## src/rtl/match_controller_if.sv

```systemverilog
// Match controller signal bundle: player/game inputs toward the controller and
// the playfield/scoreboard outputs it produces.
interface match_controller_if;
  logic       start;
  logic       leftWin;
  logic       rightWin;
  logic       softReset;
  logic       playEnable;
  logic [2:0] leftScore;
  logic [2:0] rightScore;
  logic       gameOver;
  logic [1:0] winner;

  // Driver side: supplies start and the edge-light win reports.
  modport master (
    output start,
    output leftWin,
    output rightWin,
    input  softReset,
    input  playEnable,
    input  leftScore,
    input  rightScore,
    input  gameOver,
    input  winner
  );

  // Controller side.
  modport slave (
    input  start,
    input  leftWin,
    input  rightWin,
    output softReset,
    output playEnable,
    output leftScore,
    output rightScore,
    output gameOver,
    output winner
  );
endinterface

```

## src/rtl/match_controller.sv

```systemverilog
// Match controller: sequences a two-player light game through idle, play,
// post-point pause and game-over, keeping score and reporting the winner.
module match_controller #(
  parameter int unsigned MAX_SCORE    = 7,
  parameter int unsigned PAUSE_CYCLES = 4
) (
  input  logic             clk,
  input  logic             reset,
  match_controller_if.slave mc
);

  localparam logic [2:0] MaxScore  = 3'(MAX_SCORE);
  // Counter runs PAUSE_CYCLES-1 down to 0, so the pause spans PAUSE_CYCLES cycles.
  localparam logic [7:0] PauseLoad = 8'(PAUSE_CYCLES - 1);

  localparam logic [1:0] WinNone  = 2'b00;
  localparam logic [1:0] WinLeft  = 2'b01;
  localparam logic [1:0] WinRight = 2'b10;

  typedef enum logic [1:0] {
    StIdle,
    StPlay,
    StPoint,
    StOver
  } state_e;

  state_e     state_q, state_d;
  logic [2:0] left_score_q, left_score_d;
  logic [2:0] right_score_q, right_score_d;
  logic [1:0] winner_q, winner_d;
  logic [7:0] pause_q, pause_d;

  logic left_only, right_only, both_win;

  assign left_only  = mc.leftWin & ~mc.rightWin;
  assign right_only = mc.rightWin & ~mc.leftWin;
  assign both_win   = mc.leftWin & mc.rightWin;

  // State, score, winner and pause registers with synchronous reset.
  always_ff @(posedge clk) begin
    if (reset) begin
      state_q       <= StIdle;
      left_score_q  <= 3'd0;
      right_score_q <= 3'd0;
      winner_q      <= WinNone;
      pause_q       <= 8'd0;
    end else begin
      state_q       <= state_d;
      left_score_q  <= left_score_d;
      right_score_q <= right_score_d;
      winner_q      <= winner_d;
      pause_q       <= pause_d;
    end
  end

  // Next-state logic; scores only move in play, win inputs ignored elsewhere.
  always_comb begin
    state_d       = state_q;
    left_score_d  = left_score_q;
    right_score_d = right_score_q;
    winner_d      = winner_q;
    pause_d       = pause_q;

    unique case (state_q)
      StIdle: begin
        if (mc.start) begin
          state_d = StPlay;
        end
      end

      StPlay: begin
        if (left_only) begin
          // Saturate defensively; in play the score is always below the target.
          if (left_score_q < MaxScore) begin
            left_score_d = left_score_q + 3'd1;
          end
          if (left_score_d == MaxScore) begin
            state_d  = StOver;
            winner_d = WinLeft;
          end else begin
            state_d = StPoint;
            pause_d = PauseLoad;
          end
        end else if (right_only) begin
          if (right_score_q < MaxScore) begin
            right_score_d = right_score_q + 3'd1;
          end
          if (right_score_d == MaxScore) begin
            state_d  = StOver;
            winner_d = WinRight;
          end else begin
            state_d = StPoint;
            pause_d = PauseLoad;
          end
        end else if (both_win) begin
          // Simultaneous hits are a replayed point: pause, no score change.
          state_d = StPoint;
          pause_d = PauseLoad;
        end
      end

      StPoint: begin
        if (pause_q == 8'd0) begin
          state_d = StPlay;
        end else begin
          pause_d = pause_q - 8'd1;
        end
      end

      StOver: begin
        if (mc.start) begin
          state_d       = StIdle;
          left_score_d  = 3'd0;
          right_score_d = 3'd0;
          winner_d      = WinNone;
        end
      end

      default: begin
        state_d = StIdle;
      end
    endcase
  end

  // Moore outputs decoded from the state register alone.
  always_comb begin
    mc.softReset  = 1'b1;
    mc.playEnable = 1'b0;
    mc.gameOver   = 1'b0;
    unique case (state_q)
      StIdle:  mc.softReset = 1'b1;
      StPlay: begin
        mc.softReset  = 1'b0;
        mc.playEnable = 1'b1;
      end
      StPoint: mc.softReset = 1'b1;
      StOver:  mc.gameOver  = 1'b1;
      default: mc.softReset = 1'b1;
    endcase
  end

  assign mc.leftScore  = left_score_q;
  assign mc.rightScore = right_score_q;
  assign mc.winner     = winner_q;

endmodule

```

## src/flat_wrapper.sv

```systemverilog
// flat-port wrapper written by rule: the top's interface ports become plain ports
module match_controller_flat 
#(
  parameter int unsigned MAX_SCORE    = 7,
  parameter int unsigned PAUSE_CYCLES = 4
)
  (clk, reset, mc_start, mc_leftWin, mc_rightWin, mc_softReset, mc_playEnable, mc_leftScore, mc_rightScore, mc_gameOver, mc_winner);
  match_controller_if mc_i ();
  input  logic clk;
  input  logic reset;
  input wire logic [$bits(mc_i.start)-1:0] mc_start;
  input wire logic [$bits(mc_i.leftWin)-1:0] mc_leftWin;
  input wire logic [$bits(mc_i.rightWin)-1:0] mc_rightWin;
  output wire logic [$bits(mc_i.softReset)-1:0] mc_softReset;
  output wire logic [$bits(mc_i.playEnable)-1:0] mc_playEnable;
  output wire logic [$bits(mc_i.leftScore)-1:0] mc_leftScore;
  output wire logic [$bits(mc_i.rightScore)-1:0] mc_rightScore;
  output wire logic [$bits(mc_i.gameOver)-1:0] mc_gameOver;
  output wire logic [$bits(mc_i.winner)-1:0] mc_winner;
  assign mc_i.start = mc_start;
  assign mc_i.leftWin = mc_leftWin;
  assign mc_i.rightWin = mc_rightWin;
  assign mc_softReset = mc_i.softReset;
  assign mc_playEnable = mc_i.playEnable;
  assign mc_leftScore = mc_i.leftScore;
  assign mc_rightScore = mc_i.rightScore;
  assign mc_gameOver = mc_i.gameOver;
  assign mc_winner = mc_i.winner;
  match_controller #(.MAX_SCORE(MAX_SCORE), .PAUSE_CYCLES(PAUSE_CYCLES)) u_core (.clk(clk), .reset(reset), .mc(mc_i));
endmodule
```

## config.mk

```make
export PLATFORM = sky130hd
export DESIGN_NAME = match_controller_flat
export DESIGN_NICKNAME = d
export VERILOG_FILES = /design/src/rtl/match_controller_if.sv /design/src/rtl/match_controller.sv /design/src/flat_wrapper.sv
export SDC_FILE = /design/constraint.sdc
export NUM_CORES = 1
export LEC_CHECK = 0
export ABC_AREA = 1
export CAP_MARGIN = 20
export CORE_MARGIN = 2
export CORE_UTILIZATION = 39
export CTS_CLUSTER_SIZE = 12
export DETAILED_ROUTE_END_ITERATION = 8
export SKIP_LAST_GASP = 1
export SLEW_MARGIN = 5
export SYNTH_ARGS = -nofsm -noshare
export SYNTH_HDL_FRONTEND = slang
export SYNTH_SLANG_ARGS = --single-unit
```

## constraint.sdc

```tcl
create_clock -name clk -period 2.2 [get_ports clk]
set_input_delay 0.44 -clock clk [delete_from_list [all_inputs] [get_ports clk]]
set_output_delay 0.44 -clock clk [all_outputs]
set_load 0.05 [all_outputs]
```

==> summary.md <==
| Metric | Value |
|---|---|
| Post-synthesis sequential area ratio | 0.282 |
| Critical path depth | 1 |
| H-tree depth | 1 |
| Relative slew slack | 0.663 |
| CP delay by family, top | buffers and inverters |
| Non-filler instance count after layout | 254 |
| Most used routing layer | met2 |
| Synthesized area | 0.00128 mm² |
| WL final | 2650 µm |
| Nets | 224 |
| Clock-pin slew on the worst setup and hold paths | 100 ps |
| GRT overflow | 0 |
| Syn_nets | 203 |
| Maximum clock path buffer count | 2 |
| CTS tree | built |
| First-pass GRT wire length | 4540 µm |
| Setup TNS Final | 0 ps |
| Hold path cells | 2 |
| Pwr per Cell Area | 1110 mW/mm² |
| Unrepaired setup endpoints after global routing | no |
| Peak supply drop | 446 µV |
| Clock period minus worst slack | 2030 ps |
| Achievable frequency | 0.494 GHz |
| Register-to-Register Path Depth | 11 |
| Yosys warns | 0 |
| Synthesized flop and latch total | 18 |
| Commonest non-fill, non-tap cell in the layout | nand2_1 |
| Fraction of layout cells with a size suffix above 1 | 0.157 |
| Commonest cells after routing, fill and taps aside | 49 x nand2_1, 23 x inv_1, 20 x nand3_1 |
| Largest net degree at the start of global routing | 13 |
| DR WL/cell | 10.4 µm |
| Arrival @ worst endpoint | 1590 ps |
| Final setup vio count | 0 |
| Cts bufs inserted | 3 |
| Starting density of the core | 0.415 |
| Total track usage | 0.159 |
| M1 GR Usage | 0.193 |
| Leakage | 0.682 nW |
| Multi-input gate area | 800 µm² |
| CP Max Fanout | 6 |
| Placed Cells incl. Taps | 250 |
| Clk Latency, worst-skew pair | 290 ps |
| Iteration-0 DRC Markers | 68 |
| Die W | 61.2 µm |
| Antenna viol nets, final | 0 |
| Clk root buf | clkbuf_4 |
| Crit end category | primary output |
| Clk sinks | 18 |
| Layout area overhead | 19.6% |
| Actual slew at the worst max-slew pin | 504 ps |
| Initial antenna violation count | 0 |
| Post-synth cell types | 23 |
| HP Class | flop to flop |
| Flop2flop setup slack | 620 ps |
| Status | completed |
| Buffer and inverter count on the worst path | 1 |
| CP required | 1760 ps |
| Critical Path Max Stage Delay | 850 ps |
| Clock Skew | 1.75 ps |
| Full die area | 0.00375 mm² |
| Final Hold Vio Count | 0 |
| CP Class | flop to primary output |
| DR pass1 iterations | 4 |
| Core area | 0.00308 mm² |
| # IOs | 16 |
| Number of global-route vias before repair | 1136 |
| Met2 usage | 0.286 |
| Via Count | 1204 |
| FILL cells | 316 |
| Synth Area per Inst | 6.72 µm² |
| Die Ht | 61.2 µm |
| Post-Syn Instances | 190 |
| Type of origin of the critical path | flop |
| Max-cap violation count | 0 |
| Slowest cell on crit path | clkdlybuf4s50_1 |
| Final HPWL DP | 2160 µm |
| Worst-path cell chain | clkdlybuf4s50_1 |
| RePlAce Congestion | 0.817 |
| Final worst path period share | 0.921 |
| # rows | 20 |
| Antenna Cells | 0 |
| Vias per std cell | 4.74 |
| Area occupied by registers | 360 µm² |
| Port Buf Inserts | 15 |
| DRC Markers | 0 |
| Met3 Use GR | 0.0210 |
| Slew Viols, Final | 0 |
-- worst reg2reg max path, stage by stage (launching register included) --
cell     delay, ps
dfxtp_1        410
ha_1           190
inv_1           40
nand2_1         50
nand3_1        120
nand2_1        180
nor2_8          60
nor2_8         180
nand2_8         90
inv_4           80
nor2_1          40
nor2_1          90
-- flip-flops by register name (all words and copies together), names as in the netlist --
name,flops
u_core.mc.rightScore,3
u_core.state_q,2
u_core.mc.leftScore,3
u_core.mc.winner,2
u_core.pause_q,8
-- area by class of cell --
type | instances | share of cell area
Multi-Input combinational cell | 142 | 0.523
Sequential cell | 18 | 0.236
Timing Repair Buffer | 17 | 0.106
Inverter | 29 | 0.0745
Tap cell | 44 | 0.0360
Clock buffer | 4 | 0.0238
-- worst paths after layout --
check / startpoint / to
max reg2reg: u_core.mc.leftScore[0] / u_core.pause_q[3]
min: u_core.mc.winner[1] / u_core.mc.winner[1]
min reg2reg: u_core.mc.winner[1] / u_core.mc.winner[1]
max: u_core.mc.leftScore[2] / mc_leftScore[2]
-- cell usage after synthesis --
cell type / n / area share
nand2_1: 49 / 0.14
inv_1: 23 / 0.068
nand3_1: 20 / 0.078
dfxtp_1: 18 / 0.28
nor2_1: 18 / 0.053
a21oi_1: 15 / 0.059
ha_1: 8 / 0.078
o21ai_0: 6 / 0.024
inv_2: 4 / 0.012
nand2_2: 4 / 0.020
nor2_2: 4 / 0.020
a21oi_2: 3 / 0.021
nand2_4: 3 / 0.026
nor2_8: 3 / 0.047
inv_4: 2 / 0.0098
nand3b_1: 2 / 0.012
nand4_1: 2 / 0.0098
a31oi_1: 1 / 0.0049
clkbuf_1: 1 / 0.0029
nand2_8: 1 / 0.016
o211ai_1: 1 / 0.0059
o21ai_1: 1 / 0.0039
or2_2: 1 / 0.0049
-- metal layers --
layer	up-vias	share of wire
met5	-	0
met4	0	0.0053
met3	2	0.025
met2	15	0.49
met1	539	0.48
li1	648	-
-- metrics by stage --
stage               setup slack [ps]  hold slack [ps]  total power, mW  utilization  instance area (µm²)
floorplan                        376              457             1.29            -                 1280
global placement                 150              453             1.48        0.484                 1490
detailed placement              87.9              457             1.51        0.484                 1490
CTS                             55.5              478             1.71        0.496                 1530
global route                     136              495             1.84        0.496                 1530
finish                           175              471             1.70        0.496                 1530
-- logic make-up after synthesis --
family,synth area share
DFF,0.282
AOI/OAI and AO/OA,0.118
buffers and inverters,0.0921
and+or+nand+nor,0.430
adders and majority gates,0.0784
-- where the power goes --
group	internal (mW)	switching [mW]
logic	0.346	0.668
clock network	0.101	0.101
registers	0.398	0.0833
-- timing repair --
item,4_1_cts,5_1_grt
resized for setup,0,1
buffers inserted,0,0
hold buffers,0,0
endpoints found under the setup margin,0,1
No activity file was read; power rests on OpenSTA's default activity.
==> RTL edit (same settings) <==
Reset style: asynchronous (`reset`), changed in one clocked block. Comments in the files are not updated.
--- a/src/rtl/match_controller.sv
+++ b/src/rtl/match_controller.sv
@@ -37,7 +37,7 @@
   assign both_win   = mc.leftWin & mc.rightWin;
 
   // State, score, winner and pause registers with synchronous reset.
-  always_ff @(posedge clk) begin
+  always_ff @(posedge clk or posedge reset) begin
     if (reset) begin
       state_q       <= StIdle;
       left_score_q  <= 3'd0;
Function: differs if reset is asserted again (counterexample within 4 cycles, from zero or initial values and one cycle with reset high); with reset held inactive, the same outputs for 10 cycles.
==> RTL edit against the original RTL <==
- worst setup slack better by 0.050 ns
- register-to-register slack got worse by 0.11 ns
- power rose by 53%
- clock power up 36%
- wire length grew 6.2%
- core utilization shrank 2.2 points
- cell area increased by 12%
- first-iteration DRC count up 29%
- sequential power up 23%
- global-route usage decreased by 0.51 points
- cell count rose by 3.5%
- sequential cell count did not move
- synthesized area is 12% higher
- largest cell class unchanged
==> RTL edit: results (changes against the original RTL) <==
| Metric | Value |
|---|---|
| Status | `finished, final reports clean` |
| Leakage | `0.000858 uW (+26%)` |
| Placed cells | `259 (+3.6%)` |
| Layout fillers | `389 (+23%)` |
| Gr usage total | `0.154 (-0.00510)` |
| Layout cell share with drive strength beyond 1 | `0.130 (-0.0269)` |
| Rel. slew slack | `0.671 (+0.00758)` |
| Cells after Synth | `195 (+2.6%)` |
| Most frequently used flop master after synthesis | `dfrtp_1` |
| Mapped Nets | `212 (+4.4%)` |
| Reg2Reg Depth | `9 (-2)` |
| Total routed wirelength | `2.81 mm (+6.2%)` |
| First-pass GRT wire length | `5.18 mm (+14%)` |
| Worst-path clk slew | `0.07 ns (-0.03 ns)` |
| Clock root cell | `clkbuf_8` |
| Worst IR Drop VDD | `0.000759 V (+70%)` |
| Seq/Total Area, Yosys | `0.315 (+0.0326)` |
| Routability cong. | `0.828 (+1.3%)` |
| CP Data Arrival Time | `1.54 ns (-0.05 ns)` |
| Ys async rst share | `1.00 (+1.00)` |
| Synth top area cells | `dfrtp_1, nand2_1, ha_1` |
| Hold path endpoint | `u_core.mc.winner[0]` |
| Reg-to-reg critical path endpoint | `u_core.pause_q[4]` |
| Via count | `1245 (+3.4%)` |
| Routed vias/inst | `4.73 (-0.13%)` |
| Maximum number of pins on one net before global-route repair | `19 (+6)` |
| Clock latency on the worst-skew pair | `0.25 ns (-0.04 ns)` |
RTL edit: cell count changes after synthesis, moves of 5 or more:
| cell | unedited run | this run |
|---|---|---|
| nand3_1 | 20 | 15 |
| nand2_1 | 49 | 56 |
| a21oi_1 | 15 | 8 |
| dfrtp_1 | 0 | 18 |
| nand4_1 | 2 | 7 |
| dfxtp_1 | 18 | 0 |
RTL edit: area by class of cell:
class | instances | area, um^2 | area share
repair buffers | 18 | 190 | 0.111
multi-input cells | 146 | 847 | 0.495
well taps | 48 | 60.1 | 0.0351
clock buffers | 4 | 55.1 | 0.0322
inverters | 29 | 109 | 0.0636
flip-flops and latches | 18 | 450 | 0.263
RTL edit: stage by stage:
stage                     setup slack (ns)  area [um^2]  hold WS [ns]  total power [uW]  utilization
after global placement               0.126         1660         0.460              2340        0.459
final                                0.225         1710         0.471              2600        0.475
after floorplan                      0.296         1430         0.379              1910            -
after detailed placement             0.111         1660         0.463              2350        0.459
after CTS                            0.220         1710         0.480              2620        0.475
after global routing                 0.166         1710         0.515              2860        0.475
RTL edit: worst max-delay path by stage:
stage	slack [ns]	to	depth (start not counted)	startpoint
floorplan	0.30	u_core.mc.rightScore[2]	9	u_core.state_q[1]
CTS	0.22	mc_leftScore[1]	1	u_core.mc.leftScore[1]
global placement	0.13	u_core.pause_q[0]	9	mc_rightWin
detailed placement	0.11	u_core.pause_q[1]	9	mc_rightWin
global route	0.17	mc_leftScore[1]	1	u_core.mc.leftScore[1]
finish	0.22	mc_leftScore[1]	1	u_core.mc.leftScore[1]
RTL edit: power breakdown:
part | total [uW] | switching (uW) | internal [uW] | leakage [uW]
clock | 274 | 115 | 159 | 0.0000288
combinational | 1730 | 1140 | 596 | 0.000595
sequential | 594 | 137 | 458 | 0.000234
RTL edit: routing by layer:
metal | wire, um | track usage | vias up
li1 | - | - | 667
met1 | 1520 | 0.235 | 553
met2 | 1210 | 0.232 | 25
met3 | 86 | 0.0156 | 0
met4 | 0 | 0.0399 | 0
met5 | 0 | 0 | -
RTL edit: logic make-up after synthesis:
logic type | share of synthesized area
flops | 0.315
compound gates | 0.0831
buf+inv | 0.0935
simple gates | 0.404
fa+ha+maj | 0.105
